--- config.mk ---
export PLATFORM = sky130hd
export DESIGN_NAME = simon_decrypt
export DESIGN_NICKNAME = d
export VERILOG_FILES = /design/src/rtl/simon_pkg.sv /design/src/rtl/simon_key_step.sv /design/src/rtl/simon_decrypt.sv
export SDC_FILE = /design/constraint.sdc
export NUM_CORES = 1
export LEC_CHECK = 0
export ABC_AREA = 1
export BUFFER_PORTS_ARGS = -buffer_cell sky130_fd_sc_hd__buf_2
export CORE_AREA = 2 2 185 151
export CTS_CLUSTER_SIZE = 40
export DETAILED_ROUTE_END_ITERATION = 7
export DIE_AREA = 0 0 187 153
export HOLD_SLACK_MARGIN = 0.06
export PLACE_DENSITY = 0.84
export SLEW_MARGIN = 20
export SYNTH_ARGS = -nofsm -noshare
export SYNTH_HDL_FRONTEND = slang
export SYNTH_SLANG_ARGS = --single-unit
--- constraint.sdc ---
create_clock -name clk -period 2.8 [get_ports clk]
set_input_delay 0.56 -clock clk [delete_from_list [all_inputs] [get_ports clk]]
set_output_delay 0.56 -clock clk [all_outputs]
set_load 0.1 [all_outputs]
--- src/rtl/simon_pkg.sv ---
// Shared types, z-sequence constants, configuration lookup and rotate helpers
// for the Simon cipher cores.
package simon_pkg;

    typedef enum logic [1:0] {
        IDLE    = 2'd0,
        EXPAND  = 2'd1,
        DECRYPT = 2'd2,
        DONE    = 2'd3
    } state_t;

    typedef struct packed {
        logic [7:0] rounds;
        logic [2:0] zsel;
    } simon_cfg_t;

    localparam int MAXN = 64;
    typedef logic [MAXN-1:0] word_t;

    // Bit i of each constant is element i of the sequence.
    localparam logic [61:0] Z0 = 62'b01100111000011010100100010111110110011100001101010010001011111;
    localparam logic [61:0] Z1 = 62'b01011010000110010011111011100010101101000011001001111101110001;
    localparam logic [61:0] Z2 = 62'b11001101101001111110001000010100011001001011000000111011110101;
    localparam logic [61:0] Z3 = 62'b11110000101100111001010001001000000111101001100011010111011011;
    localparam logic [61:0] Z4 = 62'b11110111001001010011000011101000000100011011010110011110001011;

    function automatic simon_cfg_t simon_cfg(input int n, input int m);
        simon_cfg_t c;
        case ({n[7:0], m[3:0]})
            {8'd16, 4'd4}: c = '{8'd32, 3'd0};
            {8'd24, 4'd3}: c = '{8'd36, 3'd0};
            {8'd24, 4'd4}: c = '{8'd36, 3'd1};
            {8'd32, 4'd3}: c = '{8'd42, 3'd2};
            {8'd32, 4'd4}: c = '{8'd44, 3'd3};
            {8'd48, 4'd2}: c = '{8'd52, 3'd2};
            {8'd48, 4'd3}: c = '{8'd54, 3'd3};
            {8'd64, 4'd2}: c = '{8'd68, 3'd2};
            {8'd64, 4'd3}: c = '{8'd69, 3'd3};
            {8'd64, 4'd4}: c = '{8'd72, 3'd4};
            default:       c = '{8'd44, 3'd3};
        endcase
        return c;
    endfunction

    function automatic logic [61:0] z_seq(input logic [2:0] sel);
        case (sel)
            3'd0:    return Z0;
            3'd1:    return Z1;
            3'd2:    return Z2;
            3'd3:    return Z3;
            3'd4:    return Z4;
            default: return Z3;
        endcase
    endfunction

    // Rotate the low w bits of v left by s; bits above w come back as zero.
    function automatic word_t rol(input word_t v, input int w, input int s);
        word_t one;
        word_t mask;
        one  = {{(MAXN-1){1'b0}}, 1'b1};
        mask = (w >= MAXN) ? '1 : ((one << w) - one);
        v    = v & mask;
        return ((v << s) | (v >> (w - s))) & mask;
    endfunction

    function automatic word_t ror(input word_t v, input int w, input int s);
        return rol(v, w, w - s);
    endfunction

endpackage

--- src/rtl/simon_key_step.sv ---
// One Simon key-schedule step, forward (inverse=0) or backward (inverse=1);
// also returns the key window shifted by one in the matching direction.
module simon_key_step
    import simon_pkg::*;
#(
    parameter int n       = 32,
    parameter int m       = 4,
    parameter int zsel    = 3,
    parameter bit inverse = 1'b0
) (
    input  logic [n*m-1:0] window,
    input  logic [7:0]     idx,
    output logic [n-1:0]   key_new,
    output logic [n*m-1:0] win_next
);
    typedef logic [n-1:0] nword_t;

    // Forward window holds k[i..i+m-1]; inverse window holds k[i+1..i+m].
    localparam int A_W    = inverse ? m - 2 : m - 1;
    localparam int B_W    = inverse ? 0 : 1;
    localparam int BASE_W = inverse ? m - 1 : 0;
    localparam logic [61:0] ZC = z_seq(3'(zsel));

    nword_t     a_s, b_s, base_s, t0_s, t1_s, t2_s;
    logic [5:0] zi_s;

    assign a_s    = window[A_W*n +: n];
    assign b_s    = window[B_W*n +: n];
    assign base_s = window[BASE_W*n +: n];
    assign zi_s   = 6'((idx >= 8'd62) ? idx - 8'd62 : idx);

    assign t0_s = nword_t'(ror(word_t'(a_s), n, 3));
    assign t1_s = (m == 4) ? (t0_s ^ b_s) : t0_s;
    assign t2_s = t1_s ^ nword_t'(ror(word_t'(t1_s), n, 1));

    assign key_new = ~(base_s ^ t2_s ^ {{(n-1){1'b0}}, ZC[zi_s]} ^ {{(n-2){1'b0}}, 2'b11});

    if (inverse) begin : g_inv
        assign win_next = {window[n*(m-1)-1:0], key_new};
    end else begin : g_fwd
        assign win_next = {key_new, window[n*m-1:n]};
    end

endmodule

--- src/rtl/simon_decrypt.sv ---
// Iterative Simon decryption core, one round per clock, round keys derived on the fly.
// Optional key cache skipping the forward expansion: define SIMON_DEC_KEYCACHE_EN.
module simon_decrypt
    import simon_pkg::*;
#(
    parameter int n = 32,
    parameter int m = 4
) (
    input  logic             clk,
    input  logic             rst_n,
    input  logic             en,
    input  logic [n*m-1:0]   key,
    input  logic [2*n-1:0]   ciphertext,
    output logic [2*n-1:0]   plaintext,
    output logic             done
);
    typedef logic [n-1:0] nword_t;

    localparam simon_cfg_t CFG      = simon_cfg(n, m);
    localparam int         T        = int'(CFG.rounds);
    localparam int         ZSEL     = int'(CFG.zsel);
    localparam logic [7:0] LAST_EXP = 8'(T - m - 1);
    localparam logic [7:0] LAST_RND = 8'(T - 1);

    state_t         state_r;
    logic [n*m-1:0] win_r, win_fwd_s, win_inv_s, cwin_s;
    nword_t         x_r, y_r, f_s, rk_s, ynew_s, fwd_key_s, inv_key_s;
    logic [7:0]     cnt_r;
    logic           accept_s, hit_s;

    simon_key_step #(.n(n), .m(m), .zsel(ZSEL), .inverse(1'b0)) u_fwd (
        .window  (win_r),
        .idx     (cnt_r),
        .key_new (fwd_key_s),
        .win_next(win_fwd_s)
    );

    // Inverse step rebuilds k[r-m]; for r < m the result is never consumed.
    simon_key_step #(.n(n), .m(m), .zsel(ZSEL), .inverse(1'b1)) u_inv (
        .window  (win_r),
        .idx     (cnt_r - 8'(m)),
        .key_new (inv_key_s),
        .win_next(win_inv_s)
    );

    assign rk_s     = win_r[n*(m-1) +: n];
    assign f_s      = nword_t'(rol(word_t'(y_r), n, 1) & rol(word_t'(y_r), n, 8))
                    ^ nword_t'(rol(word_t'(y_r), n, 2));
    assign ynew_s   = x_r ^ f_s ^ rk_s;
    assign accept_s = en && ((state_r == IDLE) || (state_r == DONE));

`ifdef SIMON_DEC_KEYCACHE_EN
    logic [n*m-1:0] mkey_r, ckey_r, cwin_r;
    logic           cvalid_r;

    assign hit_s  = cvalid_r && (key == ckey_r);
    assign cwin_s = cwin_r;

    // Capture the tail of the schedule for the key that produced it
    always_ff @(posedge clk) begin
        if (!rst_n) begin
            mkey_r   <= '0;
            ckey_r   <= '0;
            cwin_r   <= '0;
            cvalid_r <= 1'b0;
        end else begin
            if (accept_s) begin
                mkey_r <= key;
            end
            if ((state_r == EXPAND) && (cnt_r == LAST_EXP)) begin
                ckey_r   <= mkey_r;
                cwin_r   <= win_fwd_s;
                cvalid_r <= 1'b1;
            end
        end
    end
`else
    assign hit_s  = 1'b0;
    assign cwin_s = '0;
`endif

    // Control FSM and datapath: expand forward, then run inverse rounds
    always_ff @(posedge clk) begin
        if (!rst_n) begin
            state_r   <= IDLE;
            win_r     <= '0;
            x_r       <= '0;
            y_r       <= '0;
            cnt_r     <= 8'd0;
            plaintext <= '0;
            done      <= 1'b0;
        end else begin
            case (state_r)
                IDLE, DONE: begin
                    if (accept_s) begin
                        x_r  <= ciphertext[2*n-1:n];
                        y_r  <= ciphertext[n-1:0];
                        done <= 1'b0;
                        if (hit_s) begin
                            win_r   <= cwin_s;
                            cnt_r   <= LAST_RND;
                            state_r <= DECRYPT;
                        end else begin
                            win_r   <= key;
                            cnt_r   <= 8'd0;
                            state_r <= EXPAND;
                        end
                    end
                end
                EXPAND: begin
                    win_r <= win_fwd_s;
                    if (cnt_r == LAST_EXP) begin
                        cnt_r   <= LAST_RND;
                        state_r <= DECRYPT;
                    end else begin
                        cnt_r <= cnt_r + 8'd1;
                    end
                end
                DECRYPT: begin
                    x_r   <= y_r;
                    y_r   <= ynew_s;
                    win_r <= win_inv_s;
                    if (cnt_r == 8'd0) begin
                        plaintext <= {y_r, ynew_s};
                        done      <= 1'b1;
                        state_r   <= DONE;
                    end else begin
                        cnt_r <= cnt_r - 8'd1;
                    end
                end
                default: state_r <= IDLE;
            endcase
        end
    end

endmodule

Word level (Yosys, flattened, before mapping)
Memory sizes are Yosys's and may differ from the RTL's.
Cells that the tools add are included.
{"block": "totals", "regBits": 267, "latchBits": 0, "ram_bits": 0, "rom_bits": 128, "inputBits": 195, "output_inout_bits": 65, "word_cells": 81, "n_memories": 2}
{"block": "op_classes", "add_sub_neg": 5, "multipliers": 0, "div": 0, "n_lt_le_gt_ge": 4, "eq_ne": 8, "n_shift": 0, "mux": 21, "n_bitwise": 23, "reduce_logical": 11}
{"memory": "(no name shown)", "depth": 64, "width": 1, "read_ports": 1, "rd_ports_with_merged_regs": 0, "wr": 0, "line": "simon_key_step.sv:36", "text": "assign key_new = ~(base_s ^ t2_s ^ {{(n-1){1'b0}}, ZC[zi_s]} ^ {{(n-2){1'b0}}, 2'b11});"}
{"memory": "(no name shown)", "depth": 64, "width": 1, "read_ports": 1, "rd_ports_with_merged_regs": 0, "wr": 0, "line": "simon_key_step.sv:36"}
{"cell": "$pmux W128 S3", "count": 1}
{"cell": "$xor A32 B32 Y32", "count": 9}
{"cell": "$mux W128", "count": 1}
{"cell": "$pmux W32 S2", "count": 2}
{"cell": "$mux W32", "count": 2}
{"cell": "$not A32 Y32", "count": 2}
{"cell": "$or A32 B29 Y32", "count": 2}
{"cell": "$or A32 B31 Y32", "count": 2}
{"cell": "$xor A32 B1 Y32", "count": 2}
{"cell": "$and A32 B32 Y32", "count": 1}
{"cell": "$or A32 B1 Y32", "count": 1}
{"cell": "$or A32 B2 Y32", "count": 1}
{"cell": "$or A32 B8 Y32", "count": 1}
{"cell": "$mux W8", "count": 3}
{"cell": "$pmux W8 S3", "count": 1}
{"cell": "$ge A8 B6 Y1 const B", "count": 2}
{"cell": "$lt A6 B7 Y1 const B", "count": 2}
{"cell": "$mux W6", "count": 2}
{"cell": "$sub A6 B6 Y6 const B", "count": 2}
{"cell": "$add A8 B1 Y8 const B", "count": 1}
{"cell": "$eq A8 B6 Y1 const B", "count": 1}
{"cell": "$logic_not A8 Y1", "count": 1}
{"cell": "$ne A2 B2 Y1 const B", "count": 4}
{"cell": "$sub A8 B1 Y8 const B", "count": 1}
{"cell": "15 further kinds", "count": 25}

Logic depth before layout (Yosys ltp)
{"block": "logic_depth", "ltp_word": 9, "depth_mapped": 23}

By module
Synthesis repeated with hierarchy kept, for this count alone.
{"block": "unflattened", "hier_cells": 2259, "area_unflattened_um2": 16931.2}
{"mod": "simon_decrypt", "instances": 1, "cells_each": 1663, "area_each_um2": 12535.8, "seq_area_each_um2": 5345.1}
{"mod": "simon_key_step (u_fwd)", "instances": 1, "cells_each": 298, "area_each_um2": 2208.4, "seq_area_each_um2": 0.0}
{"mod": "simon_key_step (u_inv)", "instances": 1, "cells_each": 298, "area_each_um2": 2187.1, "seq_area_each_um2": 0.0}

Worst setup path after synthesis
OpenSTA, ideal clock, no wires.
{"block": "synth_path", "path_type": "register -> register", "from": "register cnt_r[2]", "to": "register win_r[0]", "setup_ns": 0.131, "arrival_ns": 2.311, "required_ns": 2.669, "slack_ns": 0.358, "path_stages_with_launch": 22, "n_path_buf": 0, "synth_period_minus_slack_ns": 2.442, "path_cell_list": "dfxtp_1 -> inv_2 -> ha_1 -> inv_1 -> nand3_1 -> a21oi_1 -> nand2_2 -> nand2_4 -> nand2_1 -> nand2_1 -> ha_1 -> inv_1 -> nand3_1 -> nor2_1 -> nor2_1 -> nand3_1 -> nand2_1 -> nand2_1 -> nand2_1 -> nand2_1 -> nand3_2 -> a21oi_2"}
{"block": "synth_between", "elab_chain_len": 9, "word_cells_on_any_way": 10, "cone_classes": "add/sub (2); order compare (1); mux (3); bitwise (3); memory (1)"}
{"element": "from (decl)", "line": "simon_decrypt.sv:28", "text": "logic [7:0] cnt_r;"}
{"element": "from (signal assigned)", "line": "simon_decrypt.sv:116", "text": "cnt_r <= cnt_r + 8'd1;"}
{"element": "from (signal assigned)", "line": "simon_decrypt.sv:128", "text": "cnt_r <= cnt_r - 8'd1;"}
{"element": "$sub A8 B3 Y8 *", "line": "simon_decrypt.sv:41", "text": ".idx (cnt_r - 8'(m)),"}
{"element": "$ge A8 B6 Y1 / $sub A6 B6 Y6 (equally long branches)", "line": "simon_key_step.sv:30", "text": "assign zi_s = 6'((idx >= 8'd62) ? idx - 8'd62 : idx);"}
{"element": "$mux W6 *", "line": "simon_key_step.sv:30"}
{"element": "$mem_v2 Z64 W1 *"}
{"element": "$mux W1 (not written as such) *", "line": "simon_key_step.sv:36"}
{"element": "$xor A32 B1 Y32 *", "line": "simon_key_step.sv:36"}
{"element": "$not A2 Y2 (no line) *"}
{"element": "$not A32 Y32 *", "line": "simon_key_step.sv:36"}
{"element": "$pmux W128 S3 *", "line": "simon_decrypt.sv:93", "text": "case (state_r)"}
{"element": "to (signal assigned)", "line": "simon_decrypt.sv:100", "text": "win_r <= cwin_s;"}
{"element": "to (signal assigned)", "line": "simon_decrypt.sv:104", "text": "win_r <= key;"}
{"element": "to (signal assigned)", "line": "simon_decrypt.sv:111", "text": "win_r <= win_fwd_s;"}
{"element": "to (decl)", "line": "simon_decrypt.sv:26", "text": "logic [n*m-1:0] win_r, win_fwd_s, win_inv_s, cwin_s;"}
Every way passes the cells marked *; elsewhere a longest branch is shown, timed or not. The select of a mux whose other input is x is not followed.
A chain may end at the register's enable or synchronous reset.

Worst setup path in the final report
{"block": "layout_path", "from": "register cnt_r[4]", "to": "register win_r[96]"}
{"block": "layout_between", "elab_chain_len": 8, "word_cells_on_any_way": 9, "cone_classes": "add/sub (1); order compare (1); mux (3); bitwise (3); memory (1)"}
{"element": "$ge A8 B6 Y1 / $sub A6 B6 Y6 (equally long branches)", "line": "simon_key_step.sv:30"}
{"element": "$mux W6 *", "line": "simon_key_step.sv:30"}
{"element": "$mem_v2 Z64 W1 *"}
{"element": "$mux W1 (not written as such) *", "line": "simon_key_step.sv:36"}
{"element": "$xor A32 B1 Y32 *", "line": "simon_key_step.sv:36"}
{"element": "$not A2 Y2 (no line) *"}
{"element": "$not A32 Y32 *", "line": "simon_key_step.sv:36"}
{"element": "$pmux W128 S3 *", "line": "simon_decrypt.sv:93"}
Marked as above.

==> impl_metrics.ini <==
[critical_path]
critPathMaxFanout = 10
rr_worst_depth = 16
rr_endpoint = win_r[96]
startpoint_type = flip-flop
crit-reg2reg-launch = cnt_r[4]
r2r_slack_ps = 320
cp-end-kind = flip-flop
worstPathArrival_ps = 2960
required_ps = 3280
worstSetupPathType = flip-flop to flip-flop

[sta]
rsz0062_at_grt = no
slew_viol_final = 0
fin_crit_sh_pct = 88.42
setup_slack_ps = 324.3
finalCriticalPeriod_ps = 2476
fin_skew_ps = 30.90
worst_pin_slew_ps = 812.1
hold_viol_final = 0
setup_violations = 0
slew_headroom_pct = 45.86
holdWs_ps = 235.4
fmax_mhz = 403.9
tns_ps = 0

[floorplan]
io_pins = 260
start_util_pct = 56.14
die_x_um = 187
die_y_um = 153
core_um2 = 26820
die_area_um2 = 28610
fp-row-count = 54

[clock_network]
clkLatencyLatePin_ps = 570
h-tree-depth = 1
cts_hold_buf = 0
path_clk_slew_ps = 60
cts_setup_buffers = 0
cts-resized-gates = 0
cts-root-buf = clkbuf_16
cts_tree = yes
clock-sinks = 267
numCtsBuffers = 28
clockBufferDepth = 3

[finish]
layout-drive-gt1-share_pct = 17.88
syn_to_final_growth_pct = 16.82
fin_area_um2 = 17590
nFillCells = 2318
nets = 2429
instances_no_fill = 2599

[global_routing]
grtUsageTotal_pct = 33.15
grt_pass1_vias = 14450
antenna_found_initial = 4
grt-ovfl-total = 0
grt_start_max_net_pins = 108
grt_pass1_wl_um = 77530

[placed_design]
finalWeightedCongestion = 0.9245
dpl_cell_area_um2 = 16680
portBuffers = 259
hpwl_um = 33750
dp_slack_ps = 362.7
dpl.cell_count = 2547

[job]
drv_cap = 0

[worst_hold_path]
holdPathEnd = win_r[53]
hp-start = key[53]
holdPathStages = 3
hold_class = input pin to flip-flop

[drt]
drt_iter0_drc = 1898
antenna_left = 0
finalWirelength_um = 49780
drc_errors = 0
drtPass1Iterations = 6
vias_per_cell = 6.065
vias = 15760
wl_per_cell_um = 19.15

[yosys]
syn_inst = 2023
synth-edff-count = 0
synth-main-ff-cell = dfxtp_1
syn_nets = 2239
synth_cell_types = 46
synth_area_per_cell_um2 = 7.444
async_reset_ff_share_pct = 0
yosysSeqAreaShare_pct = 35.49
yosysWarnings = 0
ys_seq_elements = 267
netlist_area_um2 = 15060

[power_and_ir_drop]
p_leak_uw = 0.007020
ir_drop_mv = 0.8253
cellPowerDensity_nw_per_um2 = 1355

[run_status]
status = completed
## metal layers
layer,global-route usage (%),wire length [um],vias to the layer above
met5,0,0,-
li1,-,-,7296
met2,49.99,21360,1011
met4,15.84,2506,0
met1,46.86,20350,7304
met3,4.478,5555,152
## metrics by stage
stage / total power [uW] / utilization, %
final: 23830 / 65.58
after global routing: 25250 / 65.58
after CTS: 23570 / 65.55
after detailed placement: 19810 / 62.20
after global placement: 19500 / 62.20
after floorplan: 16610 / -
## flip-flops by register name (all words and copies together), names as in the netlist
register / flops
state_r: 2
plaintext: 64
y_r: 32
done: 1
cnt_r: 8
win_r: 128
x_r: 32
## synth_stat cells (4+ instances only)
cell      instances  area (um^2)
nand2_1         326         1224
dfxtp_1         267         5345
a21oi_1         201         1006
o21ai_0         198        991.0
nor2_1          179        671.9
xnor2_1         150         1314
clkbuf_1        119        446.7
inv_1           105        394.1
xor2_1           94        823.3
a221oi_1         88        770.7
o22ai_1          45        281.5
a31oi_1          44        275.3
nand3_1          44        220.2
ha_1             21        262.8
a21o_1           18        135.1
o211ai_1         18        135.1
or2_2            17        106.4
inv_2            11        41.29
nand2_2          10        62.56
a22oi_1           8        60.06
buf_2             8        40.04
o221ai_1          6        52.55
nand2_4           4        45.04
nand4_1           4        25.02
## worst max-delay path, stage by stage (launching register included)
cell and delay (ps):
dfxtp_1 600, nand2_1 170, nor2_1 140, nand2_1 70
nand2_2 140, xor2_2 250, inv_2 80, ha_1 200
nor2_1 110, nand2_1 80, o21ai_0 90, a21oi_1 100
nand2_1 90, nand2_1 50, nand2_1 50, nand3_1 60
a21oi_1 130
## how the worst max path moves through the flow
| stage | startpoint | to | slack [ps] | cells past startpoint |
|---|---|---|---|---|
| 2_1_floorplan | cnt_r[2] | win_r[0] | 360 | 21 |
| 3_3_place_gp | cnt_r[3] | win_r[0] | 450 | 20 |
| 3_5_place_dp | cnt_r[3] | win_r[0] | 360 | 20 |
| 4_1_cts | cnt_r[3] | win_r[0] | 340 | 20 |
| 5_1_grt | cnt_r[4] | win_r[96] | 30 | 16 |
| 6_report | cnt_r[4] | win_r[96] | 320 | 16 |
## cells in the final DEF (no fill, tap or decap), types with 12 or more instances in the layout
master     count
a21o_1        18
a21oi_1      201
a221oi_1      88
a31oi_1       44
buf_2        259
buf_4         25
clkbuf_16     28
dfxtp_1      267
ha_1          20
inv_1        103
inv_2         12
nand2_1      326
nand3_1       44
nor2_1       176
o211ai_1      18
o21ai_0      198
o22ai_1       45
or2_2         17
xnor2_1      150
xor2_1        94
## final cells by class
| cell class | count | area, um^2 | area share, % |
|---|---|---|---|
| diodes | 4 | 10.01 | 0.05690 |
| well taps | 364 | 455.4 | 2.589 |
| repair buffers | 293 | 1664 | 9.459 |
| multi-input cells | 1505 | 8771 | 49.86 |
| inverters | 118 | 447.9 | 2.546 |
| flip-flops and latches | 267 | 5345 | 30.38 |
| clock inverters | 8 | 82.58 | 0.4694 |
| clock buffers | 40 | 815.8 | 4.637 |
## where the power goes
group	internal (uW)	total, uW	switching, uW
sequential	5130	6940	1800
clock	2110	3690	1590
combinational	4420	13200	8780
total	11700	23800	12200
## logic make-up after synthesis
family	Yosys count	synth area share, %
AO/OA/AOI/OAI	640	25.42
XOR/XNOR	246	14.48
flip-flops	267	35.49
buffers and inverters	251	6.464
adder cells (fa/ha/maj)	21	1.745
AND/OR/NAND/NOR	598	16.40
Power figures use the tool's default switching activity.
